<file path="config.mk">
export PLATFORM = sky130hd
export DESIGN_NAME = spi_adc_scanner
export DESIGN_NICKNAME = d
export VERILOG_FILES = /design/src/rtl/spi_adc_scanner.sv
export SDC_FILE = /design/constraint.sdc
export NUM_CORES = 1
export LEC_CHECK = 0
export CORE_MARGIN = 4
export CORE_UTILIZATION = 45
export CTS_CLUSTER_SIZE = 40
export DETAILED_ROUTE_END_ITERATION = 12
export GPL_ROUTABILITY_DRIVEN = 1
export PLACE_DENSITY = 0.76
export RECOVER_POWER = 50
export SLEW_MARGIN = 20
export SYNTH_ARGS = -nofsm -noshare
export SYNTH_HDL_FRONTEND = slang
export SYNTH_SLANG_ARGS = --single-unit
</file>
<file path="constraint.sdc">
create_clock -name CLK_50MHz -period 3.3 [get_ports CLK_50MHz]
set_input_delay 0.66 -clock CLK_50MHz [delete_from_list [all_inputs] [get_ports CLK_50MHz]]
set_output_delay 0.66 -clock CLK_50MHz [all_outputs]
set_load 0.01 [all_outputs]
</file>
<file path="src/rtl/spi_adc_scanner.sv">
// SPI leader for MCP3002-class SAR ADCs: periodic frame launch, round-robin channel
// scan and full-resolution capture of each conversion tagged with its channel.
//
// state    | meaning
// ST_IDLE  | CS high, waiting for a period tick
// ST_SHIFT | CS low, clocking FRAME serial bits out/in
// ST_HOLD  | CS high, enforcing the minimum deselect time
module spi_adc_scanner #(
   parameter int CLK_DIV       = 8,
   parameter int DATA_BITS     = 10,
   parameter int NUM_CH        = 2,
   parameter int SAMPLE_PERIOD = 1600,
   parameter int CS_HIGH_CYC   = 16
) (
   input  logic                 CLK_50MHz,
   input  logic                 RESET,
   input  logic                 enable,
   input  logic                 diff_mode,
   output logic                 CLKsample,
   output logic                 Din,
   input  logic                 Dout,
   output logic                 CS,
   output logic [DATA_BITS-1:0] sample_word,
   output logic                 sample_ch,
   output logic                 sample_valid,
   output logic                 busy,
   output logic                 overrun
);
   localparam int FRAME  = 5 + DATA_BITS;
   localparam int TMR_W  = $clog2(SAMPLE_PERIOD + 1);
   localparam int DIV_W  = $clog2(CLK_DIV + 1);
   localparam int BIT_W  = $clog2(FRAME + 1);
   localparam int HOLD_W = $clog2(CS_HIGH_CYC + 1);

   localparam logic [TMR_W-1:0]  TMR_LAST  = TMR_W'(SAMPLE_PERIOD - 1);
   localparam logic [DIV_W-1:0]  DIV_LOAD  = DIV_W'(CLK_DIV - 1);
   localparam logic [BIT_W-1:0]  BIT_LAST  = BIT_W'(FRAME - 1);
   localparam logic [BIT_W-1:0]  BIT_DATA0 = BIT_W'(5);
   localparam logic [HOLD_W-1:0] HOLD_LOAD = HOLD_W'(CS_HIGH_CYC - 1);
   localparam logic [HOLD_W-1:0] HOLD_RST  = HOLD_W'(CS_HIGH_CYC);

   typedef enum logic [1:0] {ST_IDLE, ST_SHIFT, ST_HOLD} state_t;

   state_t               state, state_nxt;
   logic [TMR_W-1:0]     period_cnt;
   logic [DIV_W-1:0]     div_cnt;
   logic [BIT_W-1:0]     bit_idx;
   logic [HOLD_W-1:0]    hold_cnt;
   logic [DATA_BITS-1:0] data_sr;
   logic                 cur_ch, next_ch;
   logic                 tick, launch, sclk_edge, rise, fall, last_fall, hold_tc;

   // Command bits: start, SGL/DIFF, channel, MSBF, then ones while data streams back.
   function automatic logic din_bit(input logic [BIT_W-1:0] idx, input logic diff,
                                    input logic ch);
      if (idx == BIT_W'(1)) return !diff;
      else if (idx == BIT_W'(2)) return ch;
      else return 1'b1;
   endfunction

   assign tick      = enable && (period_cnt == '0);
   assign launch    = (state == ST_IDLE) && tick;
   assign sclk_edge = (state == ST_SHIFT) && (div_cnt == '0);
   assign rise      = sclk_edge && !CLKsample;
   assign fall      = sclk_edge && CLKsample;
   assign last_fall = fall && (bit_idx == BIT_LAST);
   assign hold_tc   = (hold_cnt == '0);
   assign busy      = (state != ST_IDLE);

   always_ff @(posedge CLK_50MHz) begin
      if (RESET) state <= ST_IDLE;
      else       state <= state_nxt;
   end

   always_comb begin
      state_nxt = state;
      case (state)
         ST_IDLE:  if (tick)      state_nxt = ST_SHIFT;
         ST_SHIFT: if (last_fall) state_nxt = ST_HOLD;
         ST_HOLD:  if (hold_tc)   state_nxt = ST_IDLE;
         default:                 state_nxt = ST_IDLE;
      endcase
   end

   always_ff @(posedge CLK_50MHz) begin
      if (RESET) begin
         period_cnt   <= '0;
         div_cnt      <= '0;
         bit_idx      <= '0;
         hold_cnt     <= HOLD_RST;
         data_sr      <= '0;
         cur_ch       <= 1'b0;
         next_ch      <= 1'b0;
         CS           <= 1'b1;
         CLKsample    <= 1'b0;
         Din          <= 1'b0;
         sample_word  <= '0;
         sample_ch    <= 1'b0;
         sample_valid <= 1'b0;
         overrun      <= 1'b0;
      end else begin
         sample_valid <= 1'b0;

         if (!enable)                    period_cnt <= '0;
         else if (period_cnt == TMR_LAST) period_cnt <= '0;
         else                             period_cnt <= period_cnt + 1'b1;

         if (!enable)           overrun <= 1'b0;
         else if (tick && busy) overrun <= 1'b1;

         if (launch) begin
            CS        <= 1'b0;
            Din       <= 1'b1;
            CLKsample <= 1'b0;
            div_cnt   <= DIV_LOAD;
            bit_idx   <= '0;
            cur_ch    <= next_ch;
         end

         if (sclk_edge) begin
            div_cnt   <= DIV_LOAD;
            CLKsample <= !CLKsample;
         end else if (state == ST_SHIFT) begin
            div_cnt <= div_cnt - 1'b1;
         end

         // Null bit and command slots are skipped; only conversion bits shift in.
         if (rise && (bit_idx >= BIT_DATA0))
            data_sr <= {data_sr[DATA_BITS-2:0], Dout};

         if (last_fall) begin
            CS           <= 1'b1;
            Din          <= 1'b0;
            sample_word  <= data_sr;
            sample_ch    <= cur_ch;
            sample_valid <= 1'b1;
            next_ch      <= (NUM_CH == 2) ? !cur_ch : 1'b0;
            hold_cnt     <= HOLD_LOAD;
         end else if (fall) begin
            bit_idx <= bit_idx + 1'b1;
            Din     <= din_bit(bit_idx + 1'b1, diff_mode, cur_ch);
         end

         if ((state == ST_HOLD) && !hold_tc)
            hold_cnt <= hold_cnt - 1'b1;
      end
   end
endmodule

</file>
==> impl_metrics.json <==
{
  "hold_ws_ns": 0.457,
  "hold_viol": 0,
  "path_buf_inv": 2,
  "drv_slew": 0,
  "fin_crit_ns": 2.34,
  "final_cells": 351,
  "async_reset_ff_share_pct": 0,
  "r2r-start": "div_cnt[0]",
  "rsz0062_at_grt": "no",
  "place_congestion": 0.818,
  "pwr-share-clk_pct": 32.0,
  "synth_nets": 273,
  "antenna_cells": 0,
  "maxCapViolCount": 0,
  "cp.arrival_ns": 2.53,
  "cts_hold_buf": 0,
  "worstHoldStart": "sample_word[0]",
  "first_iter_violations": 119,
  "crit_chain": "dlygate4sd3_1 -> clkbuf_1 -> nand2b_1 -> a31o_1 -> nor2_1",
  "initial_utilization_pct": 46.9,
  "syn_avg_cell_area_sq_um": 9.30,
  "slowest_stage": "clkbuf_1",
  "die_area_sq_um": 6590,
  "crit_family": "buffers and inverters",
  "crit_fanout": 18,
  "finish.utilization_pct": 53.6,
  "required_ns": 3.49,
  "reg2reg_to": "hold_cnt[1]",
  "fin_area_sq_um": 2760,
  "end_kind": "register",
  "min_to": "sample_word[0]",
  "dp_slack_ns": 1.08,
  "routed_wl_mm": 4.47,
  "min_period_over_period_pct": 70.8,
  "dr.pass1.iters": 4,
  "grt_pass1_vias": 1786,
  "drc": 0,
  "vias_per_cell": 5.23,
  "irDropWorstVdd_v": 0.000224,
  "synth.distinct_cells": 49,
  "top_level_ports": 22,
  "hold_class": "register to register",
  "timing.fmax_mhz": 428,
  "finalSetupTns_ns": 0,
  "cts-resized-gates": 0,
  "grt_pass1_wl_mm": 7.80,
  "run_status": "finished, final reports clean",
  "p_leak_nw": 1.01,
  "power_density_nw_per_um2": 410,
  "ys.flop_type": "dfxtp_1",
  "drive_gt1_share_pct": 8.54,
  "clkTransAtPathRegs_ns": 0.10,
  "cts_tree": "done",
  "reg2reg_slack_ns": 1.20,
  "die_h_microns": 81.2,
  "grt_max_degree": 29,
  "ys_top_cells_by_area": "dfxtp_1 (45%), mux2i_1 (5.0%), ha_1 (4.7%)",
  "tightest_slew_ns": 0.863,
  "yosysSeqAreaShare_pct": 44.9,
  "setup_slack_ns": 0.965,
  "cts_setup_buffers": 0,
  "yosys_register_bits": 54,
  "syn_to_final_growth_pct": 14.4,
  "p_int_mw": 0.857,
  "antenna_found_initial": 0,
  "synthCells": 259,
  "nFillCells": 518,
  "p_comb_share_pct": 8.1,
  "cts_root_buffer": "clkbuf_8",
  "routedWlPerCell_microns": 12.7,
  "slew_headroom_pct": 42.4,
  "finalPower_mw": 1.13,
  "ant_nets": 0,
  "core-area_sq_um": 5140,
  "grt_usage_pct": 15.1,
  "p_sw_mw": 0.272,
  "skew_ns": 0.00780,
  "start_kind": "input port",
  "crit_type": "input port to register",
  "die_x_microns": 81.2,
  "port_buffers": 21,
  "overflow": 0,
  "switching_share_pct": 24.1,
  "syn_area_sq_um": 2410,
  "place_hpwl_mm": 3.16,
  "setup_viol": 0,
  "seqPwrFrac_pct": 59.9,
  "yosys-top-cells-count": "dfxtp_1 (54), nand2_1 (28), nor2_1 (19)",
  "num_rows": 26,
  "rr_worst_depth": 6,
  "synth.largest_area_cell": "dfxtp_1",
  "nets": 294,
  "placed_area_sq_um": 2680,
  "clkLatencyLatePin_ns": 0.30,
  "synth.top_cell.area_share_pct": 44.9,
  "htree_num_levels": 2,
  "ys_warn_count": 0,
  "min_delay_path_depth": 2,
  "cts_buffer_depth": 2,
  "yosysMostFrequentCell": "dfxtp_1",
  "cp_slowest_stage_delay_ns": 0.65,
  "vias": 1834,
  "synth_edf_count": 0,
  "cts.sinks": 54,
  "place_inst": 343,
  "numCtsBuffers": 5
}
==> placed cells by master, fill, tap and decap left out, drive strengths merged, types with 9 or more instances in the layout <==
master         instances
dfxtp                 54
nand2                 28
nor2                  19
a21oi                 17
clkdlybuf4s50         15
nand3                 15
nand2b                14
mux2i                 12
inv                   11
and3                   9
xor2                   9
ha                     9
==> sequential cells by signal (all words and copies together), names as in the netlist <==
register,count
data_sr,10
sample_word,10
hold_cnt,5
sample_valid,1
cur_ch,1
bit_idx,4
overrun,1
period_cnt,11
div_cnt,4
sample_ch,1
state,2
Din,1
CLKsample,1
CS,1
next_ch,1
==> power by group through the flow <==
stage / Combinational (mW) / Clock [mW] / Sequential [mW]
3_5_place_dp: 0.0933 / 0 / 0.692
2_1_floorplan: 0.0639 / 0 / 0.690
3_3_place_gp: 0.0911 / 0 / 0.691
6_report: 0.0915 / 0.361 / 0.676
4_1_cts: 0.0937 / 0.372 / 0.676
5_1_grt: 0.101 / 0.397 / 0.678
==> metal layers <==
metal  track usage, %  wire length (microns)
met5                0                      0
met2             24.5                   2100
met3             3.66                    135
met4             6.59                     76
met1             18.8                   2160
==> worst max-delay path by stage <==
stage / startpoint / endpoint / slack [ns] / depth (start not counted)
6_report: RESET / period_cnt[4] / 0.96 / 5
5_1_grt: RESET / period_cnt[2] / 0.83 / 5
4_1_cts: div_cnt[0] / hold_cnt[1] / 1.21 / 6
3_5_place_dp: enable / div_cnt[1] / 1.08 / 6
3_3_place_gp: enable / div_cnt[1] / 1.12 / 6
2_1_floorplan: enable / CS / 1.69 / 4
==> worst reg2reg max path: cells and delay by family, from the launching register on <==
kind,cells,cell delay [ns]
compound gates,1,0.24
fa+ha+maj,1,0.19
buf+inv,1,0.10
flops,1,0.34
simple gates,3,1.15
==> cell families after synthesis <==
family | count (synthesis) | share of synthesized area (%)
multiplexers | 12 | 4.99
AO/OA/AOI/OAI | 37 | 10.9
adder cells (fa/ha/maj) | 9 | 4.68
flip-flops | 54 | 44.9
XOR/XNOR | 11 | 4.00
AND/OR/NAND/NOR | 115 | 26.3
buffers and inverters | 21 | 4.26
==> final cells by class <==
cell class / instances / area, sq um / share of cell area [%]
multi-input combinational: 184 / 1220 / 44.5
sequential: 54 / 1080 / 39.2
timing repair buffer: 25 / 236 / 8.58
tap: 70 / 87.6 / 3.18
clock buffer: 5 / 68.8 / 2.50
inverter: 10 / 37.5 / 1.36
clock inverter: 3 / 18.8 / 0.681
Power figures use the tool's default switching activity.
